==> src/rtl/md5_block_engine_if.sv <==
// md5_block_engine_if: block-input and digest-output handshakes of md5_block_engine.
// slave is the engine side, master is the producer/consumer side.
interface md5_block_engine_if;
   logic         blk_valid_i;
   logic         blk_ready_o;
   logic [511:0] blk_i;
   logic         blk_first_i;
   logic         blk_last_i;
   logic [127:0] digest_o;
   logic         digest_valid_o;
   logic         digest_ready_i;
   logic         busy_o;
   logic [5:0]   step_o;

   modport slave (
      input  blk_valid_i, blk_i, blk_first_i, blk_last_i, digest_ready_i,
      output blk_ready_o, digest_o, digest_valid_o, busy_o, step_o
   );

   modport master (
      output blk_valid_i, blk_i, blk_first_i, blk_last_i, digest_ready_i,
      input  blk_ready_o, digest_o, digest_valid_o, busy_o, step_o
   );
endinterface

==> src/rtl/md5_block_engine.sv <==
// md5_block_engine: MD5 compression of pre-padded 512-bit blocks, chaining across blocks.
// Optional macro MD5_IV_LOAD_EN adds port iv_i, used as start value of new messages.
module md5_block_engine #(
   parameter int           STEPS_PER_CYCLE = 1,
   parameter logic [127:0] IV              = 128'h67452301_EFCDAB89_98BADCFE_10325476
) (
   input  logic               clk_i,
   input  logic               rst_i,
`ifdef MD5_IV_LOAD_EN
   input  logic [127:0]       iv_i,
`endif
   md5_block_engine_if.slave  bus
);

   if (STEPS_PER_CYCLE != 1 && STEPS_PER_CYCLE != 2 && STEPS_PER_CYCLE != 4) begin : g_bad_steps
      $error("md5_block_engine: STEPS_PER_CYCLE must be 1, 2 or 4");
   end

   typedef enum logic [1:0] {IDLE, RUN, FINAL, HOLD} state_t;

   localparam logic [5:0] STEP_INC  = 6'(STEPS_PER_CYCLE);
   localparam logic [5:0] LAST_BASE = 6'(64 - STEPS_PER_CYCLE);

   localparam logic [31:0] K_TAB [64] = '{
      32'hd76aa478, 32'he8c7b756, 32'h242070db, 32'hc1bdceee,
      32'hf57c0faf, 32'h4787c62a, 32'ha8304613, 32'hfd469501,
      32'h698098d8, 32'h8b44f7af, 32'hffff5bb1, 32'h895cd7be,
      32'h6b901122, 32'hfd987193, 32'ha679438e, 32'h49b40821,
      32'hf61e2562, 32'hc040b340, 32'h265e5a51, 32'he9b6c7aa,
      32'hd62f105d, 32'h02441453, 32'hd8a1e681, 32'he7d3fbc8,
      32'h21e1cde6, 32'hc33707d6, 32'hf4d50d87, 32'h455a14ed,
      32'ha9e3e905, 32'hfcefa3f8, 32'h676f02d9, 32'h8d2a4c8a,
      32'hfffa3942, 32'h8771f681, 32'h6d9d6122, 32'hfde5380c,
      32'ha4beea44, 32'h4bdecfa9, 32'hf6bb4b60, 32'hbebfbc70,
      32'h289b7ec6, 32'heaa127fa, 32'hd4ef3085, 32'h04881d05,
      32'hd9d4d039, 32'he6db99e5, 32'h1fa27cf8, 32'hc4ac5665,
      32'hf4292244, 32'h432aff97, 32'hab9423a7, 32'hfc93a039,
      32'h655b59c3, 32'h8f0ccc92, 32'hffeff47d, 32'h85845dd1,
      32'h6fa87e4f, 32'hfe2ce6e0, 32'ha3014314, 32'h4e0811a1,
      32'hf7537e82, 32'hbd3af235, 32'h2ad7d2bb, 32'heb86d391
   };

   // Rotation amounts indexed by {round, step mod 4}
   localparam logic [4:0] S_TAB [16] = '{
      5'd7, 5'd12, 5'd17, 5'd22,
      5'd5, 5'd9,  5'd14, 5'd20,
      5'd4, 5'd11, 5'd16, 5'd23,
      5'd6, 5'd10, 5'd15, 5'd21
   };

   function automatic logic [31:0] rotl32(input logic [31:0] x, input logic [4:0] s);
      logic [63:0] t;
      t = {x, x} << s;
      return t[63:32];
   endfunction

   function automatic logic [31:0] bswap32(input logic [31:0] x);
      return {x[7:0], x[15:8], x[23:16], x[31:24]};
   endfunction

   function automatic logic [127:0] md5_step(input logic [127:0] abcd, input logic [5:0] i,
                                             input logic [511:0] m);
      logic [31:0] a, b, c, d, f, t;
      logic [3:0]  g;
      a = abcd[127:96];
      b = abcd[95:64];
      c = abcd[63:32];
      d = abcd[31:0];
      case (i[5:4])
         2'd0:    begin f = (b & c) | (~b & d); g = i[3:0];                end
         2'd1:    begin f = (d & b) | (~d & c); g = i[3:0] * 4'd5 + 4'd1;  end
         2'd2:    begin f = b ^ c ^ d;          g = i[3:0] * 4'd3 + 4'd5;  end
         default: begin f = c ^ (b | ~d);       g = i[3:0] * 4'd7;         end
      endcase
      t = a + f + K_TAB[i] + m[{g, 5'd0} +: 32];
      return {d, b + rotl32(t, S_TAB[{i[5:4], i[1:0]}]), b, c};
   endfunction

   state_t         state_r, state_s;
   logic           ready_r, ready_s;
   logic           busy_r, busy_s;
   logic           valid_r, valid_s;
   logic [127:0]   digest_r, digest_s;
   logic [511:0]   blk_r;
   logic           last_r;
   logic [127:0]   start_r, work_r, chain_r;
   logic [5:0]     step_r;
   logic [127:0]   iv_src_s, start_sel_s, run_s, sum_s, digest_calc_s;

`ifdef MD5_IV_LOAD_EN
   assign iv_src_s = iv_i;
`else
   assign iv_src_s = IV;
`endif

   assign start_sel_s = bus.blk_first_i ? iv_src_s : chain_r;

   assign sum_s = {start_r[127:96] + work_r[127:96], start_r[95:64] + work_r[95:64],
                   start_r[63:32] + work_r[63:32],   start_r[31:0] + work_r[31:0]};

   assign digest_calc_s = {bswap32(sum_s[127:96]), bswap32(sum_s[95:64]),
                           bswap32(sum_s[63:32]),  bswap32(sum_s[31:0])};

   // STEPS_PER_CYCLE chained rounds from the current working value
   always_comb begin
      run_s = work_r;
      for (int j = 0; j < STEPS_PER_CYCLE; j++) begin
         run_s = md5_step(run_s, step_r + 6'(j), blk_r);
      end
   end

   // Next state and next registered handshake outputs
   always_comb begin
      state_s = state_r;
      case (state_r)
         IDLE: begin
            if (bus.blk_valid_i) state_s = RUN;
            else                 state_s = IDLE;
         end
         RUN: begin
            if (step_r == LAST_BASE) state_s = FINAL;
            else                     state_s = RUN;
         end
         FINAL: begin
            if (last_r) state_s = HOLD;
            else        state_s = IDLE;
         end
         HOLD: begin
            if (bus.digest_ready_i) state_s = IDLE;
            else                    state_s = HOLD;
         end
         default: state_s = IDLE;
      endcase
      ready_s = (state_s == IDLE);
      busy_s  = (state_s != IDLE);
      valid_s = (state_s == HOLD);
      if (state_r == FINAL && last_r) digest_s = digest_calc_s;
      else                            digest_s = digest_r;
   end

   // State register and registered outputs
   always_ff @(posedge clk_i) begin
      if (rst_i) begin
         state_r  <= IDLE;
         ready_r  <= 1'b1;
         busy_r   <= 1'b0;
         valid_r  <= 1'b0;
         digest_r <= 128'd0;
      end else begin
         state_r  <= state_s;
         ready_r  <= ready_s;
         busy_r   <= busy_s;
         valid_r  <= valid_s;
         digest_r <= digest_s;
      end
   end

   // Block capture, round datapath and chaining
   always_ff @(posedge clk_i) begin
      if (rst_i) begin
         blk_r   <= 512'd0;
         last_r  <= 1'b0;
         start_r <= 128'd0;
         work_r  <= 128'd0;
         chain_r <= IV;
         step_r  <= 6'd0;
      end else begin
         case (state_r)
            IDLE: begin
               if (bus.blk_valid_i) begin
                  blk_r   <= bus.blk_i;
                  last_r  <= bus.blk_last_i;
                  start_r <= start_sel_s;
                  work_r  <= start_sel_s;
                  step_r  <= 6'd0;
               end
            end
            RUN: begin
               // Counter wraps to 0 after the final group of steps
               work_r <= run_s;
               step_r <= step_r + STEP_INC;
            end
            FINAL: begin
               if (last_r) chain_r <= iv_src_s;
               else        chain_r <= sum_s;
            end
            default: begin
               step_r <= step_r;
            end
         endcase
      end
   end

   assign bus.blk_ready_o    = ready_r;
   assign bus.busy_o         = busy_r;
   assign bus.digest_valid_o = valid_r;
   assign bus.digest_o       = digest_r;
   assign bus.step_o         = step_r;

endmodule
==> src/flat_wrapper.sv <==
// flat-port wrapper written by rule: the top's interface ports become plain ports
module md5_block_engine_flat 
#(
   parameter int           STEPS_PER_CYCLE = 1,
   parameter logic [127:0] IV              = 128'h67452301_EFCDAB89_98BADCFE_10325476
)
  (clk_i, rst_i, bus_blk_valid_i, bus_blk_i, bus_blk_first_i, bus_blk_last_i, bus_digest_ready_i, bus_blk_ready_o, bus_digest_o, bus_digest_valid_o, bus_busy_o, bus_step_o);
  md5_block_engine_if bus_i ();
  input  logic clk_i;
  input  logic rst_i;
  input wire logic [$bits(bus_i.blk_valid_i)-1:0] bus_blk_valid_i;
  input wire logic [$bits(bus_i.blk_i)-1:0] bus_blk_i;
  input wire logic [$bits(bus_i.blk_first_i)-1:0] bus_blk_first_i;
  input wire logic [$bits(bus_i.blk_last_i)-1:0] bus_blk_last_i;
  input wire logic [$bits(bus_i.digest_ready_i)-1:0] bus_digest_ready_i;
  output wire logic [$bits(bus_i.blk_ready_o)-1:0] bus_blk_ready_o;
  output wire logic [$bits(bus_i.digest_o)-1:0] bus_digest_o;
  output wire logic [$bits(bus_i.digest_valid_o)-1:0] bus_digest_valid_o;
  output wire logic [$bits(bus_i.busy_o)-1:0] bus_busy_o;
  output wire logic [$bits(bus_i.step_o)-1:0] bus_step_o;
  assign bus_i.blk_valid_i = bus_blk_valid_i;
  assign bus_i.blk_i = bus_blk_i;
  assign bus_i.blk_first_i = bus_blk_first_i;
  assign bus_i.blk_last_i = bus_blk_last_i;
  assign bus_i.digest_ready_i = bus_digest_ready_i;
  assign bus_blk_ready_o = bus_i.blk_ready_o;
  assign bus_digest_o = bus_i.digest_o;
  assign bus_digest_valid_o = bus_i.digest_valid_o;
  assign bus_busy_o = bus_i.busy_o;
  assign bus_step_o = bus_i.step_o;
  md5_block_engine #(.STEPS_PER_CYCLE(STEPS_PER_CYCLE), .IV(IV)) u_core (.clk_i(clk_i), .rst_i(rst_i), .bus(bus_i));
endmodule
==> config.mk <==
export PLATFORM = sky130hd
export DESIGN_NAME = md5_block_engine_flat
export DESIGN_NICKNAME = d
export VERILOG_FILES = /design/src/rtl/md5_block_engine_if.sv /design/src/rtl/md5_block_engine.sv /design/src/flat_wrapper.sv
export SDC_FILE = /design/constraint.sdc
export NUM_CORES = 2
export LEC_CHECK = 0
export BUFFER_PORTS_ARGS = -buffer_cell sky130_fd_sc_hd__buf_2
export CAP_MARGIN = 15
export CORE_MARGIN = 4
export CORE_UTILIZATION = 30
export CTS_CLUSTER_DIAMETER = 80
export DETAILED_ROUTE_END_ITERATION = 8
export SYNTH_ARGS = -nofsm -noshare
export SYNTH_HDL_FRONTEND = slang
export SYNTH_SLANG_ARGS = --single-unit
export TNS_END_PERCENT = 1
==> constraint.sdc <==
create_clock -name clk_i -period 13.7 [get_ports clk_i]
set_input_delay 3.425 -clock clk_i [delete_from_list [all_inputs] [get_ports clk_i]]
set_output_delay 3.425 -clock clk_i [all_outputs]
set_load 0.02 [all_outputs]
==> results.sh <==
export IMPL_fin_setup_tns_ns=0
export IMPL_tightestPinTransition_ns=1.253
export IMPL_die_x_um=442.6
export IMPL_yosys_warnings=0
export IMPL_crit_path_frequent_cell="o21ai_0"
export IMPL_io_pins=655
export IMPL_relSlewSlack_pct=16.06
export IMPL_die_area_sq_um=195900
export IMPL_maxCapViolCount=0
export IMPL_grt_max_degree=234
export IMPL_htreeDepth=3
export IMPL_grt_pass1_vias=52780
export IMPL_finalCritPeriodShare_pct=83.09
export IMPL_ir_worst_vdd_uv=127.9
export IMPL_synthTopCellsByArea="dfxtp_1 (37%), nand2_1 (11%), a21oi_1 (8.1%), mux4_2 (5.3%), ha_1 (4.8%)"
export IMPL_grt_remaining_overflow=0
export IMPL_fp_coreArea_sq_um=187800
export IMPL_slowest_stage="a2111oi_2"
export IMPL_yosysTopAreaCell="dfxtp_1"
export IMPL_avgSynthCellArea_sq_um=8.037
export IMPL_antenna_found_initial=25
export IMPL_cts_setup_buffers=0
export IMPL_setup_viol=0
export IMPL_synth_edf_count=0
export IMPL_required_ns=14.34
export IMPL_viasPerCell=5.553
export IMPL_cts_buffers=116
export IMPL_max_freq_mhz=87.85
export IMPL_syn_area_sq_um=56670
export IMPL_fillers=19666
export IMPL_synthArstFlopShare_pct=0
export IMPL_synth_top_area_share_pct=36.60
export IMPL_skew_ns=0.06818
export IMPL_postCtsHoldBufs=0
export IMPL_synth_nets=7854
export IMPL_grt_use_total_pct=25.54
export IMPL_ff_latch_area_sq_um=20750
export IMPL_hold_viol_final=0
export IMPL_cts_sinks=1036
export IMPL_rsz0062_at_grt="no"
export IMPL_rows=159
export IMPL_initial_core_util_pct=30.18
export IMPL_syn_inst=7051
export IMPL_wire_per_inst_um=26.32
export IMPL_dr_pass1_iters=9
export IMPL_leakage_nw=27.67
export IMPL_end_kind="flip-flop"
export IMPL_synthToLayoutAreaGrowth_pct=17.18
export IMPL_period_minus_slack_ns=11.38
export IMPL_setup_worst_path_class="flip-flop to flip-flop"
export IMPL_drive_gt1_share_pct=15.46
export IMPL_final_cells=10011
export IMPL_startpoint_type="flip-flop"
export IMPL_cts_tree="yes"
export IMPL_routed_via_count=55591
export IMPL_post_route_drc_count=0
export IMPL_hp_class="flip-flop to flip-flop"
export IMPL_clk_latency_ns=0.81
export IMPL_grt_pass1_wl_um=373600
export IMPL_cp_slowest_stage_delay_ns=0.58
export IMPL_placed_area_sq_um=62160
export IMPL_ant_nets=0
export IMPL_dp_hpwl_um=199600
export IMPL_synth_ff_type="dfxtp_1"
export IMPL_dpl_cell_count=9780
export IMPL_yosysSeqAreaShare_pct=36.60
export IMPL_status="finished clean"
export IMPL_drt_initial_drc_count=5795
export IMPL_arrival_ns=12.03
export IMPL_finalWirelength_um=263500
export IMPL_final_nets=8206
export IMPL_fp_dieH_um=442.6
export IMPL_cp_max_fo=25
export IMPL_finalPower_mw=9.509
export IMPL_clock_path_buffers=3
export IMPL_multi_input_area_sq_um=33270
export IMPL_synth_seq_cells=1036
export IMPL_gp_congestion=0.9798
export IMPL_io_buffers=654
export IMPL_clkTransAtPathRegs_ns=0.06
export IMPL_powerDensity_nw_per_um2=143.2
export IMPL_fin_area_sq_um=66400
export IMPL_root_buffer="clkbuf_16"
export IMPL_ctsResizeCount=0
export IMPL_synthDistinctLibCells=81
export IMPL_final_max_slew_viol_count=0
-- cell type report --
| cell class | instances | area share, % |
|---|---|---|
| Multi-Input combinational cell | 5269 | 50.11 |
| Sequential cell | 1036 | 31.25 |
| Timing Repair Buffer | 748 | 6.233 |
| Clock buffer | 157 | 4.905 |
| Tap cell | 2495 | 4.701 |
| Clock inverter | 63 | 1.447 |
| Inverter | 232 | 1.311 |
| Antenna cell | 11 | 0.04145 |
-- routing by layer --
metal	wire length [um]	vias up	GRT usage (%)
li1	-	25583	-
met1	107800	27242	32.47
met2	121400	2232	41.31
met3	16730	520	3.732
met4	17540	14	14.81
met5	77	-	0
-- worst max-delay path, delay by kind of cell (launching register included) --
family / cells / cell delay (ns)
AOI/OAI and AO/OA: 21 / 4.86
xor gates and xnor gates: 4 / 0.73
adders and majority gates: 8 / 3.22
buffers and inverters: 7 / 1.26
DFF: 1 / 0.33
muxes: 2 / 0.50
and+or+nand+nor: 2 / 0.31
-- path summary, 6_finish.rpt --
path | startpoint | end | slack [ns] | cells after the start
worst max register to register | u_core.bus.step_o[1] | u_core.work_r[94] | 2.32 | 44
worst max-delay path | u_core.bus.step_o[1] | u_core.work_r[94] | 2.32 | 44
worst min register to register | u_core.blk_r[325] | u_core.blk_r[325] | 0.45 | 2
worst min-delay path | u_core.blk_r[325] | u_core.blk_r[325] | 0.45 | 2
-- cell families (layout without fill, tap and decap cells) --
kind of cell	count (synthesis)	count (layout)	synth area share (%)
other cells	0	11	0
buf+inv	746	1200	4.972
simple gates	2439	2439	17.49
mux	216	216	6.825
fa+ha+maj	285	285	7.207
compound gates	2110	2110	23.53
xor+xnor	219	219	3.385
flops	1036	1036	36.60
-- placed cells by master, fill, tap and decap left out, types with 134 or more instances in the layout --
cell / netlist / layout
dfxtp_1: 1036 / 1032
mux4_2: 134 / 134
o21ai_0: 241 / 239
a31oi_1: 145 / 145
inv_1: 228 / 228
ha_1: 216 / 216
a21oi_1: 914 / 913
buf_2: 8 / 653
xnor2_1: 155 / 153
nand2_1: 1646 / 1645
nor2_1: 415 / 412
-- per-stage QoR --
stage	hold WS, ns	setup WS, ns	utilization [%]
after floorplan	0.4331	2.826	-
after global placement	0.4358	2.473	33.09
after detailed placement	0.4431	2.401	33.10
after CTS	0.4541	2.372	35.34
after global routing	0.4669	1.376	35.35
final	0.4518	2.317	35.36
-- report_power, final --
group          switching [mW]  total, mW  internal, mW
combinational            1.70       2.68         0.976
clock                    1.40       3.43          2.02
sequential              0.248       3.41          3.16
total                    3.35       9.51          6.16
-- flip-flops by register name, indices dropped and copies added (netlist names) --
signal,count
u_core.start_r,128
u_core.last_r,1
u_core.bus.blk_ready_o,1
u_core.chain_r,128
u_core.blk_r,512
u_core.bus.step_o,6
u_core.work_r,128
u_core.bus.digest_valid_o,1
u_core.bus.busy_o,1
u_core.state_r,2
u_core.bus.digest_o,128
-- synthesized netlist by cell type (61+ instances only) --
cell / number
a211oi_1: 79
a21o_1: 88
a21oi_1: 914
a22o_1: 116
a22oi_1: 112
a31oi_1: 145
buf_1: 64
clkbuf_1: 440
dfxtp_1: 1036
fa_1: 69
ha_1: 216
inv_1: 228
mux4_2: 134
nand2_1: 1646
nand3_1: 112
nor2_1: 415
nor3_1: 61
o21ai_0: 241
xnor2_1: 155
xor2_1: 64
No activity file was read; power rests on OpenSTA's default activity.
